--- config.mk ---
export PLATFORM = sky130hd
export DESIGN_NAME = eae_multiply
export DESIGN_NICKNAME = d
export VERILOG_FILES = /design/src/rtl/eae_pkg.sv /design/src/rtl/eae_multiply.sv
export SDC_FILE = /design/constraint.sdc
export NUM_CORES = 1
export LEC_CHECK = 0
export ABC_AREA = 0
export CORE_UTILIZATION = 30
export CTS_BUF_LIST = sky130_fd_sc_hd__clkbuf_16
export DETAILED_ROUTE_END_ITERATION = 12
export GPL_TIMING_DRIVEN = 1
export SYNTH_ARGS = -nofsm -noshare
export SYNTH_HDL_FRONTEND = slang
export SYNTH_SLANG_ARGS = --single-unit
--- constraint.sdc ---
create_clock -name clock -period 6.6 [get_ports clock]
set_clock_uncertainty 0.2 [all_clocks]
set_input_delay 0.66 -clock clock [delete_from_list [all_inputs] [get_ports clock]]
set_output_delay 0.66 -clock clock [all_outputs]
set_load 0.05 [all_outputs]
--- src/rtl/eae_pkg.sv ---
// Shared definitions for the EAE multiply and divide units: word width,
// sequencer state encoding and iteration count.
package eae_pkg;

  localparam int WORD_W   = 12;
  localparam int EAE_ITER = 12;

  typedef enum logic [1:0] {
    IDLE = 2'd0,
    RUN  = 2'd1,
    DONE = 2'd2,
    HOLD = 2'd3
  } eae_state_t;

endpackage

--- src/rtl/eae_multiply.sv ---
// Sequential shift-add multiplier for MUY: AC:MQ <= MQ * operand + AC.
// One multiplier bit per clock, with the start/finished handshake shared with divide.
module eae_multiply #(
  parameter int WORD_W = eae_pkg::WORD_W
) (
  input  logic              clock,
  input  logic              reset_n,
  input  logic              start,
  input  logic [WORD_W-1:0] multiplicand,
  input  logic [WORD_W-1:0] multiplier,
  input  logic [WORD_W-1:0] addend,
  output logic [WORD_W-1:0] product_high,
  output logic [WORD_W-1:0] product_low,
  output logic              link_out,
  output logic              busy,
  output logic              finished
);
  import eae_pkg::*;

  localparam int CNT_W = $clog2(EAE_ITER);

  eae_state_t          r_state;
  logic [WORD_W-1:0]   r_regm;
  logic [2*WORD_W-1:0] r_regp;
  logic [CNT_W-1:0]    r_cnt;
  logic                r_link;
  logic [WORD_W:0]     w_sum;

  // Preloading the addend into the upper half makes the add fall out of the
  // iterations for free; the carry of each partial sum shifts into the MSB.
  assign w_sum = {1'b0, r_regp[2*WORD_W-1:WORD_W]}
               + (r_regp[0] ? {1'b0, r_regm} : {(WORD_W+1){1'b0}});

  always_ff @(posedge clock or negedge reset_n) begin
    if (!reset_n) begin
      r_state <= IDLE;
      r_regm  <= '0;
      r_regp  <= '0;
      r_cnt   <= '0;
      r_link  <= 1'b0;
    end else begin
      case (r_state)
        IDLE: begin
          if (start) begin
            r_regm  <= multiplicand;
            r_regp  <= {addend, multiplier};
            r_cnt   <= '0;
            r_link  <= 1'b0;
            r_state <= RUN;
          end
        end
        RUN: begin
          r_regp <= {w_sum, r_regp[WORD_W-1:1]};
          r_cnt  <= r_cnt + 1'b1;
          if (r_cnt == CNT_W'(EAE_ITER - 1)) r_state <= DONE;
        end
        DONE: r_state <= start ? HOLD : IDLE;
        HOLD: if (!start) r_state <= IDLE;
        default: r_state <= IDLE;
      endcase
    end
  end

  assign product_high = r_regp[2*WORD_W-1:WORD_W];
  assign product_low  = r_regp[WORD_W-1:0];
  assign link_out     = r_link;
  assign busy         = (r_state == RUN);
  assign finished     = (r_state == DONE);

endmodule

==> results.cfg, run 1 <==
[synthesis]
synth_ff_type = dfrtp_1
synth_top_area_share_pct = 43.4
yosysWarnings = 0
ys_ff_latch = 42
netlist_area_mm2 = 0.00242
synth_seq_area_share_pct = 43.4
async_flop_share_pct = 100
synth.avg_cell_area_um2 = 9.00
yosysUniqueCellTypes = 43
yosys.area.top_type = dfrtp_1
synth_cells = 269
yosysMostFrequentCell = nand2_1
synth_area_leaders = dfrtp_1 43%, o22ai_1 7.8%, nand2_1 7.6%, ha_1 6.7%, a21oi_1 5.8%
synth_edf_count = 0
synth_common_cells = 49 x nand2_1, 42 x dfrtp_1, 30 x o22ai_1, 28 x a21oi_1, 14 x and2_1
syn-num-nets = 322

[setup_path]
rr_endpoint = r_regp[21]$_DFFE_PN0P_
cp-start-kind = register
ff2ff_setup_slack_ps = 3630
worstPathRequired_ps = 5740
r2r_cells = 9
worstReg2RegStart = r_regp[0]$_DFFE_PN0P_
crit_type = register to primary output
arrival_ps = 2850
critPathMaxFanout = 23
crit_path_end_kind = primary output

[clocking]
hold_buffers = 0
cts_made_buffers = 5
cts_tree = yes
post-cts-setup-buffers = 0
clock_sinks = 42
root_buffer = clkbuf_16
htree_num_levels = 2
cts.path.max_buffers = 2
clk_pin_slew_ps = 60
cts_resized = 0
clk_latency_ps = 280

[finish]
antenna_cells = 0
post_layout_nonfiller_instances = 429
layout.nets = 379
drive_gt1_share_pct = 4.89
area_delta_synth_final_pct = 35.1

[grt]
antenna_found_initial = 0
grt_overflow_total = 0
grt_max_degree = 43
grt_pass1_wl_mm = 10.9
grt_usage_pct = 16.5
grt_pass1_vias = 2121

[timing]
min_period_ps = 3710
fin_crit_sh_pct = 56.2
setup_viol = 0
rsz0062_at_grt = false
slew_violations = 0
tightest_slew_ps = 946
slew_headroom_pct = 36.9
finalSetupTns_ps = 0
fmax_ghz = 0.269
finalHoldViolCount = 0

[routing]
wl_per_cell_um = 15.5
via_per_inst = 5.17
routed_wl_mm = 6.64
vias = 2219
drc_errors = 0
ant_nets = 0
drt_iter0_drc = 123
drtPass1Iterations = 6

[die]
die_w_um = 91.8
io_pins = 66
core_area_mm2 = 0.00777
rows = 32
die_y_um = 91.8
die_area_mm2 = 0.00843
initial_utilization_pct = 31.2

[status]
outcome = finished, final reports clean

[min_path]
hold_path_depth = 2
min-delay-start = r_regm[2]$_DFFE_PN0P_
hold_path_end = r_regm[2]$_DFFE_PN0P_
min_path_type = register to register

[job]
drv_cap = 0

[place]
dp_hpwl_mm = 4.84
dp_cells = 421
port_buffers = 64
gp_congestion = 0.811

[pwr]
cellLeakagePower_nw = 1.40
power.density_mw_per_mm2 = 619
vdd_drop_max_mv = 0.224
report_power, final:
group | leakage [nW] | internal (W) | switching (W)
logic | 0.837 | 0.000492 | 0.000763
registers | 0.493 | 0.000392 | 0.000138
clock network | 0.0730 | 0.000139 | 0.000101
registers in the layout, indices dropped and copies added (netlist names):
| register | cells |
|---|---|
| r_regm | 12 |
| r_state | 2 |
| r_regp | 24 |
| r_cnt | 4 |
critical path, stage by stage, from the launching register on:
cell	delay [ps]
dfrtp_1	470
inv_2	300
nand2_1	550
inv_2	380
clkdlybuf4s50_1	860
layer usage:
metal | track usage [%] | routed length (µm)
met5 | 0 | 0
met3 | 3.98 | 454
met4 | 5.86 | 98
met2 | 24.9 | 2940
met1 | 23.1 | 3140
area by class of cell:
class | instances | area, µm²
tap | 102 | 128
timing repair buffer | 65 | 643
inverter | 5 | 18.8
sequential | 42 | 1050
clock inverter | 3 | 16.3
multi-input combinational | 207 | 1290
fill | 795 | 4500
clock buffer | 5 | 125
cells in the final DEF, fill, tap and decap left out, types with 2 or more instances in the layout:
cell type	Yosys	layout
nor2b_1	7	7
inv_1	3	4
ha_1	13	13
o221ai_1	3	3
and2_1	14	14
xnor2_1	2	2
dfrtp_1	42	42
a31oi_1	2	2
nor2_1	10	10
nand2_1	49	49
inv_2	2	2
a221oi_1	2	2
a21oi_1	28	28
o21ai_1	6	6
nand4_1	2	2
clkdlybuf4s50_1	0	63
o21ai_0	5	5
a21o_1	5	5
clkbuf_16	0	5
o22a_1	3	3
nand3_1	2	2
xor2_1	6	6
o22ai_1	30	30
worst max path at each step:
stage / start / end / slack [ps] / depth (start not counted)
final: r_state[1]$_DFFE_PN0P_ / busy / 2890 / 4
after global routing: r_state[1]$_DFFE_PN0P_ / busy / 2680 / 4
after CTS: r_state[1]$_DFFE_PN0P_ / busy / 2880 / 4
after detailed placement: r_state[1]$_DFFE_PN0P_ / busy / 3200 / 4
after global placement: r_state[1]$_DFFE_PN0P_ / busy / 3260 / 4
after floorplan: r_regp[0]$_DFFE_PN0P_ / r_regp[21]$_DFFE_PN0P_ / 3720 / 10
metrics by stage:
step	setup slack [ps]	util, %	hold WS (ps)	total power (W)	area [µm²]
5_1_grt	2680	42.1	293	0.00217	3270
2_1_floorplan	3720	-	164	0.00142	2420
3_5_place_dp	3200	40.3	257	0.00178	3130
3_3_place_gp	3260	40.3	253	0.00176	3130
4_1_cts	2880	42.1	273	0.00203	3270
6_report	2890	42.1	269	0.00202	3270
logic make-up (layout without fill, tap and decap cells):
group	count (synthesis)	after routing	synth area share (%)
fa+ha+maj	14	14	7.55
simple gates	88	88	16.5
flops	42	42	43.4
buf+inv	20	78	3.41
compound gates	94	94	25.0
xor+xnor	8	8	2.90
mux	2	2	1.09
other cells	1	1	0.155
Note: power is estimated with default switching activity, not from simulation.
==> run 2, diff against run 1 <==
Clock period 6.6 ns to 3.4 ns, I/O delays scaled along.
==> results.cfg, run 2 (synthesized netlist as in run 1, its figures left out) <==
[setup_path]
critPathMaxFanout = 14
critPathBufInv = 2
cp-start-kind = register
worstReg2RegStart = r_regp[0]$_DFFE_PN0P_
cp_top_family = buffers and inverters
crit_path_end_kind = primary output
path_cells = nand2_1 > inv_2 > clkdlybuf4s50_1
crit_type = register to primary output
cpPeakStageDelay_ps = 850
arrival_ps = 2190
crit_start = r_state[0]$_DFFE_PN0P_
worstPathRequired_ps = 2860
crit_slowest_cell = clkdlybuf4s50_1

[timing]
rsz0062_at_grt = false
slew_violations = 0
min_period_ps = 2730
finalHoldViolCount = 7
slew_headroom_pct = 37.8
tightest_slew_ps = 933
fmax_ghz = 0.366
finalSetupTns_ps = 0
whs_ps = -8.33
setup_viol = 0
fin_crit_sh_pct = 80.4

[finish]
final_area_mm2 = 0.00331
reg_top3 = r_regp x24, r_regm x12, r_cnt x4
layout.nets = 385
layout.area.seq_mm2 = 0.00105
largest_register_ffs = 24
largest_register = r_regp
area_delta_synth_final_pct = 36.9
antenna_cells = 0
final_common_cell = clkdlybuf4s50_1
layout_common_cells = 63 x clkdlybuf4s50_1, 49 x nand2_1, 42 x dfrtp_1
fin_util_pct = 42.7
drive_gt1_share_pct = 6.91
fill_cells = 773
multiInputGateArea_mm2 = 0.00129

[min_path]
min_path_type = input pin to async pin

[status]
outcome = finished with violations
failed_checks = negative hold slack

[grt]
antenna_found_initial = 0
grt_pass1_vias = 2267
grt_max_degree = 43
grt_overflow_total = 0
grt_pass1_wl_mm = 10.9
grt_usage_pct = 16.3

[routing]
wl_met1_mm = 3.26
drtPass1Iterations = 4
top_layer = met4
wl_met2_mm = 2.91
drc_errors = 0
ant_nets = 0
vias = 2202
drt_iter0_drc = 100
routed_wl_mm = 6.57
wl_per_cell_um = 15.1
wl_met3_um = 303
via_per_inst = 5.06

[die]
core_area_mm2 = 0.00777
die_y_um = 91.8
die_area_mm2 = 0.00843
die_w_um = 91.8
io_pins = 66
rows = 32
initial_utilization_pct = 31.2

[place]
dpl_cell_area_mm2 = 0.00317
gp_congestion = 0.875
port_buffers = 64
dp_hpwl_mm = 4.72

[pwr]
p_total_w = 0.00393
vdd_drop_max_mv = 0.392
power.density_mw_per_mm2 = 1190
cellLeakagePower_nw = 1.43

[clocking]
clk_latency_ps = 280
root_buffer = clkbuf_16
clock_sinks = 42
cts_made_buffers = 5
cts.path.max_buffers = 2
cts_tree = yes
post-cts-setup-buffers = 0
hold_buffers = 0
clk_pin_slew_ps = 60
htree_num_levels = 2
cts_resized = 0

[job]
drv_cap = 0
[run 2: routing by layer]
layer	up-vias	track usage, %
met4	0	5.34
met5	-	0
met1	1036	22.3
met2	60	25.8
met3	8	3.40
li1	1098	-
[run 2: final timing paths]
| path | end | slack [ps] | depth (start not counted) |
|---|---|---|---|
| max | busy | 670 | 3 |
| min | r_cnt[1]$_DFFE_PN0P_ | -8 | 1 |
| max reg2reg | r_regp[21]$_DFFE_PN0P_ | 770 | 9 |
| min reg2reg | r_regm[8]$_DFFE_PN0P_ | 270 | 2 |
| max in group asynchronous | r_regp[20]$_DFFE_PN0P_ | 2420 | 1 |
| min in group clock | r_regm[8]$_DFFE_PN0P_ | 270 | 2 |
[run 2: power by group]
group          internal [W]  total, W  switching, W
clock network      0.000268  0.000461      0.000193
registers          0.000761  0.000998      0.000237
logic              0.000986   0.00247       0.00149
[run 2: through the flow]
step	cells	hold WS (ps)	setup WS, ps
CTS	435	36.2	648
global placement	427	257	814
floorplan	269	-156	517
global route	435	77.1	552
finish	435	-8.33	666
detailed placement	427	264	789
[run 2: final cells by class]
class,instances,area share [%]
Inverter,5,0.566
Timing Repair Buffer,71,20.8
Clock buffer,5,3.78
Clock inverter,3,0.491
Multi-Input combinational cell,207,38.8
Tap cell,102,3.85
Sequential cell,42,31.7
==> run 3, diff against run 2 <==
Clock period 3.4 ns to 2.6 ns, I/O delays scaled along.
==> results.cfg, run 3 (synthesized netlist as in run 1, its figures left out) <==
[place]
dp_hpwl_mm = 5.01
gp_congestion = 0.841
dp_slack_ps = -43.9
dp_cells = 432
port_buffers = 64

[setup_path]
worstReg2RegStart = r_regp[0]$_DFFE_PN0P_
r2r_cells = 9
critPathMaxFanout = 4
cp-start-kind = register
ff2ff_setup_slack_ps = 100
crit_path_end_kind = register
rr_endpoint = r_regp[21]$_DFFE_PN0P_
endpoint = r_regp[21]$_DFFE_PN0P_
arrival_ps = 2520
worstPathRequired_ps = 2620
crit_type = register to register
crit_start = r_regp[0]$_DFFE_PN0P_

[finish]
final_common_cell = clkdlybuf4s50_1
layout_common_cells = 62 x clkdlybuf4s50_1, 49 x nand2_1, 41 x dfrtp_1
post_layout_nonfiller_instances = 444
area_delta_synth_final_pct = 42.7
layout.nets = 394
reg_top3 = r_regp x24, r_regm x12, r_cnt x4
largest_register_ffs = 24
fin_util_pct = 44.5
antenna_cells = 0
drive_gt1_share_pct = 11.4
largest_register = r_regp

[grt]
grt_pass1_wl_mm = 11.0
grt_max_degree = 21
grt_overflow_total = 0
grt_usage_pct = 16.6
antenna_found_initial = 0
grt_pass1_vias = 2201

[pwr]
power.density_mw_per_mm2 = 1570
vdd_drop_max_mv = 0.646
cellLeakagePower_nw = 1.48

[timing]
setup_viol = 0
slew_violations = 0
min_period_ps = 2500
finalHoldViolCount = 0
whs_ps = 257
slew_headroom_pct = 58.5
rsz0062_at_grt = false
tightest_slew_ps = 621
fmax_ghz = 0.400
worst_slack_ps = 99.4
fin_crit_sh_pct = 96.2

[routing]
wl_per_cell_um = 15.5
vias = 2247
drt_iter0_drc = 170
via_per_inst = 5.06
routed_wl_mm = 6.88
drc_errors = 0
drtPass1Iterations = 4
ant_nets = 0

[clocking]
root_buffer = clkbuf_16
cts_tree = yes
clk_pin_slew_ps = 60
cts.path.max_buffers = 2
clk_latency_ps = 280
clock_sinks = 42
cts_made_buffers = 5
htree_num_levels = 2

[job]
drv_cap = 0

[die]
die_y_um = 91.8
core_area_mm2 = 0.00777
io_pins = 66
die_area_mm2 = 0.00843
die_w_um = 91.8
rows = 32
initial_utilization_pct = 31.2

[status]
outcome = finished, final reports clean

[min_path]
min_path_type = input pin to async pin
[run 3: worst min-delay path by stage]
stage / from / endpoint / cells past startpoint
6_report: reset_n / r_cnt[3]$_DFFE_PN0P_ / 2
5_1_grt: r_cnt[3]$_DFFE_PN0P_ / r_cnt[3]$_DFFE_PN0P_ / 1
4_1_cts: reset_n / r_regm[0]$_DFFE_PN0P_ / 2
3_5_place_dp: reset_n / r_cnt[3]$_DFFE_PN0P_ / 1
3_3_place_gp: reset_n / r_cnt[3]$_DFFE_PN0P_ / 1
2_1_floorplan: reset_n / r_cnt[0]$_DFFE_PN0P_ / 0
[run 3: power breakdown]
| group | switching [W] | leakage (nW) | internal (W) |
|---|---|---|---|
| clock network | 0.000240 | 0.0724 | 0.000347 |
| registers | 0.000349 | 0.492 | 0.000997 |
| logic | 0.00201 | 0.913 | 0.00146 |
| total | 0.00260 | 1.48 | 0.00280 |
[run 3: worst max-delay path, cell delays in order, from the launching register on]
cell      delay, ps
dfrtp_2         420
and2_4          150
ha_4            160
fa_2            340
a21o_1          210
a221oi_4        340
o31ai_2          90
nand2_1         110
mux2_4          310
a21oi_2         100
[run 3: metrics by stage]
step,total power [W],setup TNS [ps],area [µm²]
global route,0.00576,0,3450
CTS,0.00528,0,3400
detailed placement,0.00463,-43.9,3240
global placement,0.00458,0,3240
finish,0.00541,0,3450
floorplan,0.00364,-172,2450
[run 3: area by class of cell]
type	instances	area, µm²
clock buffer	5	125
sequential	42	1050
timing repair buffer	80	768
clock inverter	3	12.5
inverter	5	18.8
fill	784	4310
tap	102	128
multi-input combinational	207	1350
[run 3: metal layers]
metal | wire, µm | global-route usage [%] | vias to the layer above
met4 | 83 | 4.69 | 0
li1 | - | - | 1117
met3 | 381 | 3.32 | 6
met2 | 3140 | 25.9 | 73
met1 | 3270 | 23.4 | 1051
met5 | 0 | 0 | -
[run 3: timing repair]
action / 4_1_cts / 5_1_grt
resized for setup: 1 / 4
endpoints found under the hold margin: 18 / 0
hold buffers: 1 / 0
setup endpoints to repair: 2 / 4
buffers inserted: 0 / 3
pin swaps: 0 / 5
